**config.mk**
```make
export PLATFORM = sky130hd
export DESIGN_NAME = div_unit_flat
export DESIGN_NICKNAME = d
export VERILOG_FILES = /design/src/rtl/div_pkg.sv /design/src/rtl/div_if.sv /design/src/rtl/div_step.sv /design/src/rtl/div_unit.sv /design/src/flat_wrapper.sv
export SDC_FILE = /design/constraint.sdc
export NUM_CORES = 1
export LEC_CHECK = 0
export BUFFER_PORTS_ARGS = -buffer_cell sky130_fd_sc_hd__buf_2
export CORE_MARGIN = 1
export CORE_UTILIZATION = 60
export DETAILED_ROUTE_END_ITERATION = 7
export PLACE_DENSITY = 0.81
export SETUP_SLACK_MARGIN = 0.2
export SKIP_LAST_GASP = 1
export SLEW_MARGIN = 20
export SYNTH_ARGS = -nofsm -noshare
export SYNTH_HDL_FRONTEND = slang
export SYNTH_HIERARCHICAL = 1
export SYNTH_SLANG_ARGS = --single-unit
```
**constraint.sdc**
```tcl
create_clock -name clk -period 6.2 [get_ports clk]
set_input_delay 0.31 -clock clk [delete_from_list [all_inputs] [get_ports clk]]
set_output_delay 0.31 -clock clk [all_outputs]
set_load 0.005 [all_outputs]
```
**src/rtl/div_pkg.sv**
```systemverilog
// Shared types and constants for the multi-cycle restoring divider.
// FSM state encoding plus iteration and latency counts.
package div_pkg;

    typedef enum logic [1:0] {
        IDLE,
        DIV,
        FIX,
        DONE
    } div_state_t;

    localparam int DIV_STEPS   = 32;
    localparam int DIV_LATENCY = 34;

endpackage

```
**src/rtl/div_if.sv**
```systemverilog
// Request/response bundle between the execute stage and the divider.
// The master modport is the pipeline side; the slave modport is the divider.
interface div_if #(
    parameter int WIDTH = 32
);
    logic                 start;
    logic                 is_signed;
    logic                 flush;
    logic [WIDTH-1:0]     a;
    logic [WIDTH-1:0]     b;
    logic                 busy;
    logic                 done;
    logic [2*WIDTH-1:0]   result;

    modport master (
        output start, is_signed, flush, a, b,
        input  busy, done, result
    );

    modport slave (
        input  start, is_signed, flush, a, b,
        output busy, done, result
    );
endinterface

```
**src/rtl/div_step.sv**
```systemverilog
// One combinational restoring-division step: shift {rem, dvd} left by one,
// then subtract the divisor when the widened remainder covers it.
module div_step #(
    parameter int WIDTH = 32
) (
    input  logic [WIDTH-1:0] rem,
    input  logic [WIDTH-1:0] dvd,
    input  logic [WIDTH-1:0] dvs,
    output logic [WIDTH-1:0] rem_next,
    output logic [WIDTH-1:0] dvd_next,
    output logic             q_bit
);
    logic [WIDTH:0] shifted;

    assign shifted  = {rem, dvd[WIDTH-1]};
    assign q_bit    = (shifted >= {1'b0, dvs});
    // When the subtract happens the true difference is below dvs, so the
    // narrow subtraction cannot lose a carry.
    assign rem_next = q_bit ? (shifted[WIDTH-1:0] - dvs) : shifted[WIDTH-1:0];
    assign dvd_next = {dvd[WIDTH-2:0], 1'b0};
endmodule

```
**src/rtl/div_unit.sv**
```systemverilog
// Multi-cycle DIV/DIVU unit: one quotient bit per cycle, then a sign fixup
// cycle, producing {remainder, quotient} for HI/LO.
module div_unit
    import div_pkg::*;
#(
    parameter int WIDTH = 32
) (
    input  logic  clk,
    input  logic  rst,
    div_if.slave  bus
);
    localparam int CW = $clog2(DIV_STEPS);

    div_state_t          state_reg, state_next;
    logic [CW-1:0]       cnt_reg, cnt_next;
    logic [WIDTH-1:0]    rem_reg, rem_next;
    logic [WIDTH-1:0]    dvd_reg, dvd_next;
    logic [WIDTH-1:0]    dvs_reg, dvs_next;
    logic [WIDTH-1:0]    a_orig_reg, a_orig_next;
    logic                qsign_reg, qsign_next;
    logic                rsign_reg, rsign_next;
    logic                dbz_reg, dbz_next;
    logic                signed_reg, signed_next;
    logic [2*WIDTH-1:0]  result_reg, result_next;

    logic [WIDTH-1:0]    step_rem, step_dvd;
    logic                step_q;
    logic [WIDTH-1:0]    q_fix, r_fix;

    div_step #(.WIDTH(WIDTH)) u_step (
        .rem      (rem_reg),
        .dvd      (dvd_reg),
        .dvs      (dvs_reg),
        .rem_next (step_rem),
        .dvd_next (step_dvd),
        .q_bit    (step_q)
    );

    // Divide-by-zero bypasses the fixup so the raw all-ones quotient survives.
    assign q_fix = (signed_reg && qsign_reg && !dbz_reg) ? -dvd_reg : dvd_reg;
    assign r_fix = dbz_reg ? a_orig_reg
                 : ((signed_reg && rsign_reg) ? -rem_reg : rem_reg);

    always_ff @(posedge clk or negedge rst) begin
        if (!rst) begin
            state_reg  <= IDLE;
            cnt_reg    <= '0;
            rem_reg    <= '0;
            dvd_reg    <= '0;
            dvs_reg    <= '0;
            a_orig_reg <= '0;
            qsign_reg  <= 1'b0;
            rsign_reg  <= 1'b0;
            dbz_reg    <= 1'b0;
            signed_reg <= 1'b0;
            result_reg <= '0;
        end else begin
            state_reg  <= state_next;
            cnt_reg    <= cnt_next;
            rem_reg    <= rem_next;
            dvd_reg    <= dvd_next;
            dvs_reg    <= dvs_next;
            a_orig_reg <= a_orig_next;
            qsign_reg  <= qsign_next;
            rsign_reg  <= rsign_next;
            dbz_reg    <= dbz_next;
            signed_reg <= signed_next;
            result_reg <= result_next;
        end
    end

    always_comb begin
        state_next  = state_reg;
        cnt_next    = cnt_reg;
        rem_next    = rem_reg;
        dvd_next    = dvd_reg;
        dvs_next    = dvs_reg;
        a_orig_next = a_orig_reg;
        qsign_next  = qsign_reg;
        rsign_next  = rsign_reg;
        dbz_next    = dbz_reg;
        signed_next = signed_reg;
        result_next = result_reg;

        if (bus.flush) begin
            state_next = IDLE;
        end else begin
            unique case (state_reg)
                IDLE, DONE: begin
                    if (bus.start) begin
                        state_next  = DIV;
                        cnt_next    = '0;
                        rem_next    = '0;
                        dvd_next    = (bus.is_signed && bus.a[WIDTH-1]) ? -bus.a : bus.a;
                        dvs_next    = (bus.is_signed && bus.b[WIDTH-1]) ? -bus.b : bus.b;
                        a_orig_next = bus.a;
                        qsign_next  = bus.a[WIDTH-1] ^ bus.b[WIDTH-1];
                        rsign_next  = bus.a[WIDTH-1];
                        dbz_next    = (bus.b == '0);
                        signed_next = bus.is_signed;
                    end else begin
                        state_next = IDLE;
                    end
                end
                DIV: begin
                    rem_next = step_rem;
                    dvd_next = step_dvd | WIDTH'(step_q);
                    cnt_next = cnt_reg + 1'b1;
                    if (cnt_reg == CW'(DIV_STEPS - 1)) begin
                        state_next = FIX;
                    end
                end
                FIX: begin
                    result_next = {r_fix, q_fix};
                    state_next  = DONE;
                end
                default: state_next = IDLE;
            endcase
        end
    end

    assign bus.busy   = (state_reg == DIV) || (state_reg == FIX);
    assign bus.done   = (state_reg == DONE);
    assign bus.result = result_reg;
endmodule

```
**src/flat_wrapper.sv**
```systemverilog
// flat-port wrapper written by rule: the top's interface ports become plain ports
module div_unit_flat import div_pkg::*;
#(
    parameter int WIDTH = 32
)
  (clk, rst, bus_start, bus_is_signed, bus_flush, bus_a, bus_b, bus_busy, bus_done, bus_result);
  div_if #(.WIDTH(WIDTH)) bus_i ();
  input  logic clk;
  input  logic rst;
  input wire logic [$bits(bus_i.start)-1:0] bus_start;
  input wire logic [$bits(bus_i.is_signed)-1:0] bus_is_signed;
  input wire logic [$bits(bus_i.flush)-1:0] bus_flush;
  input wire logic [$bits(bus_i.a)-1:0] bus_a;
  input wire logic [$bits(bus_i.b)-1:0] bus_b;
  output wire logic [$bits(bus_i.busy)-1:0] bus_busy;
  output wire logic [$bits(bus_i.done)-1:0] bus_done;
  output wire logic [$bits(bus_i.result)-1:0] bus_result;
  assign bus_i.start = bus_start;
  assign bus_i.is_signed = bus_is_signed;
  assign bus_i.flush = bus_flush;
  assign bus_i.a = bus_a;
  assign bus_i.b = bus_b;
  assign bus_busy = bus_i.busy;
  assign bus_done = bus_i.done;
  assign bus_result = bus_i.result;
  div_unit #(.WIDTH(WIDTH)) u_core (.clk(clk), .rst(rst), .bus(bus_i));
endmodule
```
After elaboration in Yosys (flattened, before gate mapping)
Index checks and enable logic that the tools add are counted.
- output and inout bits: 66
- word-level logic and storage cells: 57
- bits in registers: 203
- input bits: 69
- add/subtract/negate cells: 6
- reduce and logical (&&, ||, !) cells: 14
- multiplexer cells: 16
- magnitude comparators: 1
- bitwise logic cells: 3
- equality and inequality tests: 6
- operators by type and width (kind ; count):
    two-way mux 32 bit ; 8
    negation 32 bit ; 4
    one-hot mux 32 bit (2 select lines) ; 2
    greater-or-equal comparator 33 x 32 -> 1 bit ; 1
    zero test 32 bit ; 1
    OR 32 x 1 -> 32 bit ; 1
    subtractor 32 bit ; 1
    one-hot mux 5 bit (2 select lines) ; 1
    one-hot mux 2 bit (3 select lines) ; 1
    AND reduction 3 bit ; 2
    adder 5 x 1 -> 5 bit, second input constant ; 1
    == test 5 bit, second input constant ; 1
    logical AND 1 bit ; 5
    two-way mux 5 bit ; 1
    == test 2 bit, second input constant ; 2
    two-way mux 2 bit ; 2
    != test 3 x 2 -> 1 bit, second input constant ; 1
    == test 2 x 1 -> 1 bit, second input constant ; 1
    zero test 2 bit ; 1
    != test 2 bit, second input constant ; 1
    AND reduction 2 bit ; 1
    nonzero test 2 bit ; 1
    OR reduction 2 bit ; 1
    zero test 1 bit ; 1
    other kinds (4) ; 4

Logic depth before layout (Yosys ltp)
Gate-level depths: netlist of run 1.
- depth in word-level cells: 4
- gate-level depth with buffers: 17
- mapped depth without buffers: 15

By module
The synthesis of run 1 kept the hierarchy.
- modules (own cells, without submodules) (module ; instances ; sequential area each (um2) ; area an instance (um2) ; cells an instance):
    div_unit ; 1 ; 5054.8 ; 10780.3 ; 1198
    div_step ; 1 ; 0.0 ; 2647.5 ; 361

Worst setup path before layout of run 1
Ideal clock, no wire load.
- kind: reg2reg
- start: reg u_core.rem_reg[4]
- end: reg u_core.rem_reg[13]
- stages on the path, launching flop included: 14
- slack: 3.135 ns
- library setup time: 0.132 ns
- data required time: 6.068 ns
- path buffers: 1
- arrival time: 2.934 ns
- period minus slack after synthesis: 3.065 ns
- path through: dfrtp_1 -> ha_1 -> and3_1 -> and2b_1 -> a221o_2 -> a21oi_1 -> or4_1 -> a31oi_1 -> nand2b_2 -> o32ai_4 -> buf_6 -> mux2_4 -> nand3_1 -> o21ai_0
- longest elaborated chain between the ends: 3
- elaborated cells between the ends (all ways): 4
- classes of those cells: add/sub: 1; order compare: 1; mux: 2
- RTL lines (element ; RTL line ; RTL):
    start: declaration ; div_unit.sv:16 ; logic [WIDTH-1:0] rem_reg, rem_next;
    start signal: assignment ; div_unit.sv:60 ; rem_reg <= rem_next;
    subtractor 32 bit / greater-or-equal comparator 33 x 32 -> 1 bit (equally long branches) ; div_step.sv:19, div_step.sv:16 ;
    two-way mux 32 bit (*) ; div_step.sv:19 ; assign rem_next = q_bit ? (shifted[WIDTH-1:0] - dvs) : shifted[WIDTH-1:0];
    named net u_core.step_rem[13] ; div_unit.sv:26 ; logic [WIDTH-1:0] step_rem, step_dvd;
    one-hot mux 32 bit (2 select lines) (*) ; div_unit.sv:88 ; unique case (state_reg)
The timed path passes the listed nets; every way through them passes the cells marked *.
A chain may end at the register's enable or synchronous reset.

Worst setup path after layout of run 1
Same ends and word-level chain as after synthesis.

==> results of run 1 <==
layout make-up:
| type | count | area share [%] |
|---|---|---|
| Clock inverter | 8 | 0.485 |
| Sequential cell | 202 | 34.4 |
| Timing Repair Buffer | 144 | 5.16 |
| Tap cell | 280 | 2.38 |
| Clock buffer | 34 | 4.54 |
| Multi-Input combinational cell | 1176 | 51.5 |
| Antenna cell | 2 | 0.0340 |
| Inverter | 60 | 1.53 |
placed cells by master (no fill, tap or decap), types with 8 or more instances in the layout:
| master | instances |
|---|---|
| sky130_fd_sc_hd__a21o_1 | 17 |
| sky130_fd_sc_hd__o22ai_1 | 11 |
| sky130_fd_sc_hd__nor2_1 | 100 |
| sky130_fd_sc_hd__ha_1 | 41 |
| sky130_fd_sc_hd__nor3_1 | 30 |
| sky130_fd_sc_hd__mux2_2 | 28 |
| sky130_fd_sc_hd__inv_1 | 59 |
| sky130_fd_sc_hd__buf_2 | 133 |
| sky130_fd_sc_hd__xnor2_1 | 82 |
| sky130_fd_sc_hd__nand4_1 | 8 |
| sky130_fd_sc_hd__nand2b_1 | 8 |
| sky130_fd_sc_hd__clkbuf_16 | 23 |
| sky130_fd_sc_hd__a31oi_1 | 22 |
| sky130_fd_sc_hd__xor2_1 | 59 |
| sky130_fd_sc_hd__mux2_4 | 27 |
| sky130_fd_sc_hd__and3_1 | 20 |
| sky130_fd_sc_hd__o31ai_1 | 14 |
| sky130_fd_sc_hd__nor4_1 | 15 |
| sky130_fd_sc_hd__nand2_1 | 212 |
| sky130_fd_sc_hd__nand3_1 | 48 |
| sky130_fd_sc_hd__a21oi_1 | 125 |
| sky130_fd_sc_hd__dfrtp_1 | 202 |
| sky130_fd_sc_hd__o21ai_0 | 158 |
| sky130_fd_sc_hd__mux2i_1 | 19 |
| sky130_fd_sc_hd__buf_4 | 9 |
| sky130_fd_sc_hd__or4_1 | 15 |
worst min path at each step:
stage                                      start                                 to
6_report                               bus_flush    u_core/state_reg[0]$_DFFE_PN0P_
5_1_grt                                bus_flush    u_core/state_reg[0]$_DFFE_PN0P_
3_5_place_dp   u_core/bus.result[22]$_DFFE_PN0P_  u_core/bus.result[22]$_DFFE_PN0P_
3_3_place_gp       u_core/cnt_reg[4]$_DFFE_PN0P_      u_core/cnt_reg[4]$_DFFE_PN0P_
2_1_floorplan                                rst   u_core/a_orig_reg[0]$_DFFE_PN0P_
4_1_cts                                bus_flush    u_core/state_reg[0]$_DFFE_PN0P_
critical path: stages (launching register included):
cell	delay, ns
sky130_fd_sc_hd__dfrtp_1	0.47
sky130_fd_sc_hd__ha_1	0.41
sky130_fd_sc_hd__and3_1	0.21
sky130_fd_sc_hd__and2b_1	0.17
sky130_fd_sc_hd__a221o_2	0.39
sky130_fd_sc_hd__a21oi_1	0.21
sky130_fd_sc_hd__or4_1	0.18
sky130_fd_sc_hd__a31oi_1	0.08
sky130_fd_sc_hd__nand2b_2	0.21
sky130_fd_sc_hd__o32ai_4	0.27
sky130_fd_sc_hd__buf_4	0.52
sky130_fd_sc_hd__mux2_4	0.34
sky130_fd_sc_hd__nand3_1	0.08
sky130_fd_sc_hd__o21ai_0	0.11
logic make-up (layout without fill, tap and decap cells):
family | Yosys count | count (layout) | synth area share, %
DFF | 202 | 202 | 37.6
and+or+nand+nor | 512 | 512 | 18.6
other | 1 | 3 | 0.0279
muxes | 76 | 76 | 6.95
buffers and inverters | 181 | 246 | 6.16
AOI/OAI and AO/OA | 403 | 403 | 17.3
adders and majority gates | 43 | 43 | 4.06
xor gates and xnor gates | 141 | 141 | 9.20
power by group through the flow:
stage | registers (mW) | logic, mW | clock network, mW
6_report | 2.24 | 2.43 | 1.32
5_1_grt | 2.31 | 2.74 | 1.39
4_1_cts | 2.24 | 2.42 | 1.35
3_5_place_dp | 2.25 | 2.41 | 0
3_3_place_gp | 2.22 | 2.35 | 0
2_1_floorplan | 2.15 | 1.88 | 0
layer usage:
metal | vias up | GRT usage (%)
met5 | - | 0
met2 | 378 | 49.2
met4 | 0 | 11.1
met1 | 5234 | 36.7
met3 | 70 | 3.47
li1 | 5524 | -
stage by stage:
step                power [mW]  util, %  instances  setup WS (ns)
finish                    5.98     67.2       1906           2.35
detailed placement        4.66     63.7       1861           2.41
floorplan                 4.03        -       1559           3.13
global route              6.44     67.1       1904           2.20
CTS                       6.00     67.1       1903           2.39
global placement          4.57     63.7       1861           2.55
==> results_tabular.tex, run 1 <==
\begin{tabular}{lr}
\hline
Metric & Value \\
\hline
\multicolumn{2}{l}{\textbf{Power and ir drop}} \\
\quad Fraction of power consumed by the clock network & $\sim$22\% \\
\quad Switching power summed over all nets & roughly 2.4 mW \\
\quad Internal power contribution & roughly 3.6 mW \\
\quad Combinational group share of total power & 40.6\% \\
\quad Peak ir drop on the vdd network & 0.220 mV \\
\quad Power per standard cell area & approximately 410 nW/um\^{}2 \\
\quad Power share of the sequential group & about 37\% \\
\quad Switching part of the total & approximately two fifths \\
\quad Leakage Power & approximately 7.1 nW \\
\multicolumn{2}{l}{\textbf{Yosys}} \\
\quad Area contributors post-synth & sky130\_fd\_sc\_hd\_\_dfrtp\_1, sky130\_fd\_sc\_hd\_\_nand2\_1, sky130\_fd\_sc\_hd\_\_o21ai\_0 \\
\quad Post-synth EDFFs & 0 \\
\quad Largest area contributor in the netlist & sky130\_fd\_sc\_hd\_\_dfrtp\_1 \\
\quad Synthesized netlist net count & 1,671 \\
\quad Most frequent cell after synthesis & sky130\_fd\_sc\_hd\_\_nand2\_1 \\
\quad Average instance area after synthesis & $\sim$8.6 um\^{}2 \\
\quad Most numerous cell types in the synthesized netlist & sky130\_fd\_sc\_hd\_\_nand2\_1, sky130\_fd\_sc\_hd\_\_dfrtp\_1, sky130\_fd\_sc\_hd\_\_o21ai\_0, sky130\_fd\_sc\_hd\_\_a21oi\_1, sky130\_fd\_sc\_hd\_\_nor2\_1 \\
\quad Share of synthesized registers carrying an async set or reset & 100\% \\
\quad Fraction of synthesized cell area taken by the top area cell type & 37.6\% \\
\quad Synthesized cell area & 13,400 um\^{}2 \\
\quad Number of cells produced by synthesis & 1,559 \\
\quad Distinct cells, synth & 79 \\
\quad Yosys warning count & 6 \\
\quad Synthesis-stage register bit count & between 200 and 250 \\
\quad Most used flip-flop cell after synthesis & sky130\_fd\_sc\_hd\_\_dfrtp\_1 \\
\quad Sequential area share after synthesis & between 30 and 40\% \\
\multicolumn{2}{l}{\textbf{Final layout}} \\
\quad Layout Nets & between 1,500 and 2,000 \\
\quad Seq. cell area & roughly 5000 um\^{}2 \\
\quad Flip-flop count of the largest register, all copies and words added & 64 \\
\quad Multi-input logic area & between 7000 and 8000 um\^{}2 \\
\quad Layout cells sized above 1 & between 15 and 20\% \\
\quad \# fillers & 1,809 \\
\quad Area of all placed cells without fillers & 14,700 um\^{}2 \\
\quad Area added between synthesis and finish & 9.48\% \\
\multicolumn{2}{l}{\textbf{Routing}} \\
\quad Routed via count & around 11,000 \\
\quad Routed len/inst & between 15 and 20 um \\
\quad DR top layer & met4 \\
\quad Met3 routed wirelength & about 1.8 mm \\
\quad Remaining design rule violation count & 0 \\
\quad Antenna viol nets, final & 0 \\
\quad Met1 Wirelength & between 10 and 15 mm \\
\quad Count of TritonRoute iterations in the first routing pass & 5 \\
\quad Detailed router's first-iteration violation count & 693 \\
\quad Post-detailed-route via-to-cell ratio & 5.88 \\
\quad Met2 routed WL & about 16 mm \\
\quad Final WL & between 30 and 40 mm \\
\multicolumn{2}{l}{\textbf{STA}} \\
\quad Setup skew after layout & between 0.01 and 0.015 ns \\
\quad Worst rel slew slack & 31.8\% \\
\quad Transition time at the pin with the least slew margin & roughly 1.0 ns \\
\quad Final worst path period share & about 62\% \\
\quad Setup TNS Final & 0 ns \\
\quad Minimum period implied by the final worst setup slack & between 3 and 4 ns \\
\quad Count of endpoints failing hold in the final timing report & 0 \\
\quad RSZ-0062 raised after global routing & false \\
\quad Max Clock Freq & $\sim$260 MHz \\
\quad Worst hold slack & 0.0211 ns \\
\quad Fin. max-slew vios & 0 \\
\quad Number of setup violations in the final report & 0 \\
\multicolumn{2}{l}{\textbf{Critical path}} \\
\quad CP Max Fanout & 27 \\
\quad FF-to-FF path depth & 13 \\
\quad Sort of element at the end of the critical path & flip-flop \\
\quad WS Path Type & flip-flop to flip-flop \\
\quad Worst reg2reg path startpoint & u\_core/rem\_reg[4]\$\_DFFE\_PN0P\_ \\
\quad Source of the critical timing path & u\_core/rem\_reg[4]\$\_DFFE\_PN0P\_ \\
\quad Required time reported for the critical path endpoint & between 6 and 7 ns \\
\quad Flop-to-flop setup slack & roughly 2.4 ns \\
\quad Arrival time worst endpoint & roughly 4.2 ns \\
\quad Reg-to-Reg End & u\_core/rem\_reg[13]\$\_DFFE\_PN0P\_ \\
\quad Sort of element at the start of the critical path & flip-flop \\
\quad End point of the critical path & u\_core/rem\_reg[13]\$\_DFFE\_PN0P\_ \\
\multicolumn{2}{l}{\textbf{Clock network}} \\
\quad CTS Hold Bufs & 0 \\
\quad Source-to-sink clock delay at the later pin of the worst-skew pair & between 0.5 and 0.6 ns \\
\quad Post-CTS setup-driven buffer insertion count & 0 \\
\quad Max clock buf depth & 3 \\
\quad Library cell used as clock root buffer & sky130\_fd\_sc\_hd\_\_clkbuf\_16 \\
\quad Total clock sinks & around 200 \\
\quad CTS tree & built \\
\quad Total clock buffers created by CTS & 23 \\
\quad Clock-pin slew on the worst setup and hold paths & $\sim$0.060 ns \\
\quad Number of gates resized after cts & 0 \\
\quad Depth of the CTS H-tree & 1 \\
\multicolumn{2}{l}{\textbf{Place}} \\
\quad Routability congestion estimate from global placement & 0.901 \\
\quad Placed cell area & 13,900 um\^{}2 \\
\quad Detailed placer's ending HPWL & approximately 23 mm \\
\quad Number of input and output port buffers inserted & approximately 130 \\
\multicolumn{2}{l}{\textbf{Floorplanning}} \\
\quad Starting utilization of the core area & between 60\% and 70\% \\
\quad Area of the placeable core & 21,900 um\^{}2 \\
\quad Die area & roughly 23,000 um\^{}2 \\
\quad I/O pin cnt & between 100 and 150 \\
\quad Width of the die & $\sim$150 um \\
\quad Std-Cell Rows & 54 \\
\quad Die H & 152 um \\
\multicolumn{2}{l}{\textbf{Run status}} \\
\quad Outcome & completed \\
\multicolumn{2}{l}{\textbf{Global route}} \\
\quad Total global routing overflow & 0 \\
\quad Global Route Usage Sum & about 29\% \\
\quad Number of antenna violations at the first check in global routing & 0 \\
\quad Wire length of the first global-routing pass & 52.7 mm \\
\quad Number of global-route vias before repair & around 11,000 \\
\quad Maximum number of pins on one net before global-route repair & between 100 and 150 \\
\multicolumn{2}{l}{\textbf{Flow run}} \\
\quad Number of maximum-capacitance constraint violations & 0 \\
\multicolumn{2}{l}{\textbf{Min path}} \\
\quad Worst min-delay path category & primary input to flip-flop \\
\quad Worst Hold Depth & 2 \\
\hline
\end{tabular}
(Power assumes the default switching activity.)
==> run 2, diff against run 1 <==
- clock period: 6.2 -> 3.6 ns (I/O delays scaled with it)
==> run 2 against run 1 <==
Compared with the run above:
- register-to-register slack got worse by 2.0 ns
- fmax increased by 17%
- combinational power increased by 83%
- cell area increased by 5.9%
- global-route usage increased by 1.4 points
- sequential share of layout area decreased by 1.9 points
- first-iteration DRC count increased by 13%
- sequential power increased by 72%
- clock skew increased by 0.0081 ns
- via count increased by 4.7%
- clock-buffer cell count unchanged
- non-clock buffer count increased by 74
- critical endpoint unchanged
- largest cell class unchanged
- largest power group unchanged
==> results_tabular.tex, run 2 (synthesis results as in run 1) <==
\begin{tabular}{lr}
\hline
Metric & Value \\
\hline
\multicolumn{2}{l}{\textbf{Critical path}} \\
\quad Sort of element at the end of the critical path & flip-flop \\
\quad Biggest cell delay along the critical path & $\sim$0.51 ns \\
\quad Sort of element at the start of the critical path & flip-flop \\
\quad Crit-path slowest cell & sky130\_fd\_sc\_hd\_\_or4\_1 \\
\quad Buffers and inverters on the worst path & 2 \\
\quad Cell chain of the critical path & ha\_4, nand2\_1, and2b\_1, a221o\_2, a21oi\_2, or4\_1, a31oi\_1, nand2b\_2, o32ai\_4, buf\_12, buf\_12, mux2\_4, nand3\_1, o21ai\_0 \\
\quad FF-to-FF path depth & 14 \\
\quad Worst reg2reg path startpoint & u\_core/rem\_reg[5]\$\_DFFE\_PN0P\_ \\
\quad Reg-to-Reg End & u\_core/rem\_reg[13]\$\_DFFE\_PN0P\_ \\
\quad WS Path Type & flip-flop to flip-flop \\
\quad Top cell family by delay on the critical path & simple AND/OR/NAND/NOR gates \\
\quad CP Max Fanout & 8 \\
\quad Arrival time worst endpoint & 3.66 ns \\
\quad Cell seen most often among critical-path stages & sky130\_fd\_sc\_hd\_\_buf\_12 \\
\quad Flop-to-flop setup slack & between 0.3 and 0.4 ns \\
\quad Required time reported for the critical path endpoint & 3.98 ns \\
\multicolumn{2}{l}{\textbf{Place}} \\
\quad Routability congestion estimate from global placement & 0.923 \\
\quad Detailed placer's ending HPWL & around 24 mm \\
\quad Cell count after placement & approximately 1,900 \\
\quad Placed cell area & approximately 14,000 um\^{}2 \\
\quad Number of input and output port buffers inserted & approximately 130 \\
\multicolumn{2}{l}{\textbf{Min path}} \\
\quad Launch point of the worst hold path & bus\_b[4] \\
\quad Worst min-delay path category & primary input to flip-flop \\
\quad Worst Hold Depth & 3 \\
\quad WHS Endpoint & u\_core/dvs\_reg[4]\$\_DFFE\_PN0P\_ \\
\multicolumn{2}{l}{\textbf{Power and ir drop}} \\
\quad Power per standard cell area & about 680 nW/um\^{}2 \\
\quad Leakage Power & between 7 and 8 nW \\
\quad Peak ir drop on the vdd network & approximately 0.31 mV \\
\multicolumn{2}{l}{\textbf{Global route}} \\
\quad Total global routing overflow & 0 \\
\quad Global Route Usage Sum & about 30\% \\
\quad Maximum number of pins on one net before global-route repair & 110 \\
\quad Number of antenna violations at the first check in global routing & 0 \\
\quad Wire length of the first global-routing pass & approximately 55 mm \\
\quad Number of global-route vias before repair & 11,100 \\
\multicolumn{2}{l}{\textbf{Final layout}} \\
\quad Flip-flop count of the largest register, all copies and words added & 64 \\
\quad Area added between synthesis and finish & 15.9\% \\
\quad Fin cells & $\sim$2,000 \\
\quad Most used cells in the layout excluding fill and tap cells & sky130\_fd\_sc\_hd\_\_nand2\_1, sky130\_fd\_sc\_hd\_\_dfrtp\_1, sky130\_fd\_sc\_hd\_\_o21ai\_0 \\
\quad Most frequent standard cell in the layout excluding fill and tap cells & sky130\_fd\_sc\_hd\_\_nand2\_1 \\
\quad Layout Nets & 1,794 \\
\quad Layout cells sized above 1 & 18.0\% \\
\quad Area of all placed cells without fillers & about 16,000 um\^{}2 \\
\multicolumn{2}{l}{\textbf{Run status}} \\
\quad Outcome & completed \\
\multicolumn{2}{l}{\textbf{Routing}} \\
\quad Routed via count & 11,700 \\
\quad Detailed router's first-iteration violation count & approximately 800 \\
\quad Antenna viol nets, final & 0 \\
\quad Remaining design rule violation count & 0 \\
\quad Routed len/inst & 17.6 um \\
\quad Final WL & $\sim$35 mm \\
\quad Post-detailed-route via-to-cell ratio & 5.93 \\
\quad Count of TritonRoute iterations in the first routing pass & 7 \\
\multicolumn{2}{l}{\textbf{Clock network}} \\
\quad Total clock sinks & between 200 and 250 \\
\quad Max clock buf depth & 3 \\
\quad Clock-pin slew on the worst setup and hold paths & 0.06 ns \\
\quad Source-to-sink clock delay at the later pin of the worst-skew pair & 0.53 ns \\
\quad Depth of the CTS H-tree & 1 \\
\quad Total clock buffers created by CTS & 24 \\
\quad Library cell used as clock root buffer & sky130\_fd\_sc\_hd\_\_clkbuf\_16 \\
\quad CTS tree & built \\
\multicolumn{2}{l}{\textbf{STA}} \\
\quad Final worst path period share & between 90 and 100\% \\
\quad Setup TNS Final & 0 ns \\
\quad Setup skew after layout & 0.0192 ns \\
\quad Number of setup violations in the final report & 0 \\
\quad Transition time at the pin with the least slew margin & 0.973 ns \\
\quad Worst hold slack & roughly 0.0066 ns \\
\quad Count of endpoints failing hold in the final timing report & 0 \\
\quad Max Clock Freq & between 300 and 400 MHz \\
\quad RSZ-0062 raised after global routing & false \\
\quad Worst rel slew slack & around a third \\
\quad Minimum period implied by the final worst setup slack & about 3.3 ns \\
\quad Fin. max-slew vios & 0 \\
\multicolumn{2}{l}{\textbf{Floorplanning}} \\
\quad I/O pin cnt & 135 \\
\quad Area of the placeable core & around 22,000 um\^{}2 \\
\quad Starting utilization of the core area & between 60\% and 70\% \\
\quad Width of the die & around 150 um \\
\quad Die H & 152 um \\
\quad Std-Cell Rows & 54 \\
\quad Die area & approximately 23,000 um\^{}2 \\
\multicolumn{2}{l}{\textbf{Flow run}} \\
\quad Number of maximum-capacitance constraint violations & 0 \\
\hline
\end{tabular}
[run 2: area by class of cell]
type / count / area [um^2]
multi-input cells: 1176 / 7660
fillers: 1669 / 6320
flip-flops and latches: 202 / 5060
repair buffers: 218 / 1530
clock buffers: 34 / 688
well taps: 280 / 350
inverters: 60 / 225
clock inverters: 7 / 52.6
diodes: 1 / 2.50
[run 2: through the flow]
step                utilization (%)  worst slack (ns)  power (mW)
global placement               64.6             0.329        7.95
CTS                            70.3             0.165        10.5
global route                   71.1             0.180        11.3
finish                         71.1             0.320        10.6
floorplan                         -             0.535        6.93
detailed placement             64.6             0.176        8.10
[run 2: worst max path at each step]
stage | from | cells after the start | endpoint
6_report | u_core/rem_reg[5]$_DFFE_PN0P_ | 14 | u_core/rem_reg[13]$_DFFE_PN0P_
5_1_grt | u_core/rem_reg[0]$_DFFE_PN0P_ | 13 | u_core/rem_reg[28]$_DFFE_PN0P_
4_1_cts | u_core/rem_reg[2]$_DFFE_PN0P_ | 13 | u_core/rem_reg[19]$_DFFE_PN0P_
3_5_place_dp | u_core/rem_reg[2]$_DFFE_PN0P_ | 13 | u_core/rem_reg[19]$_DFFE_PN0P_
3_3_place_gp | u_core/rem_reg[2]$_DFFE_PN0P_ | 13 | u_core/rem_reg[2]$_DFFE_PN0P_
2_1_floorplan | u_core/rem_reg[4]$_DFFE_PN0P_ | 13 | u_core/rem_reg[13]$_DFFE_PN0P_
[run 2: layer usage]
layer / vias to the layer above / track usage [%] / wire, um
li1: 5680 / - / -
met1: 5534 / 37.8 / 14300
met2: 423 / 51.7 / 16900
met3: 99 / 3.56 / 1880
met4: 0 / 13.3 / 1600
met5: - / 0 / 0
[run 2: repair_timing]
item,in CTS,in global routing
setup buffers,0,1
gates resized for setup,0,17
cloned,0,3
endpoints found under the setup margin,4,32
pin swaps,0,2
hold buffers,51,0
endpoints found under the hold margin,132,0
[run 2: worst reg2reg max path, stage by stage, from the launching register on]
cell and delay [ns]:
sky130_fd_sc_hd__dfrtp_2 0.47, sky130_fd_sc_hd__ha_4 0.31, sky130_fd_sc_hd__nand2_1 0.10, sky130_fd_sc_hd__and2b_1 0.25
sky130_fd_sc_hd__a221o_2 0.22, sky130_fd_sc_hd__a21oi_2 0.08, sky130_fd_sc_hd__or4_1 0.51, sky130_fd_sc_hd__a31oi_1 0.17
sky130_fd_sc_hd__nand2b_2 0.17, sky130_fd_sc_hd__o32ai_4 0.09, sky130_fd_sc_hd__buf_12 0.16, sky130_fd_sc_hd__buf_12 0.15
sky130_fd_sc_hd__mux2_4 0.30, sky130_fd_sc_hd__nand3_1 0.08, sky130_fd_sc_hd__o21ai_0 0.08
[run 2: power breakdown]
group / internal [mW] / total (mW) / switching, mW / leakage (nW)
clock: 1.33 / 2.27 / 0.947 / 0.364
sequential: 3.14 / 3.85 / 0.710 / 2.57
combinational: 1.86 / 4.44 / 2.58 / 4.49
total: 6.33 / 10.6 / 4.24 / 7.43
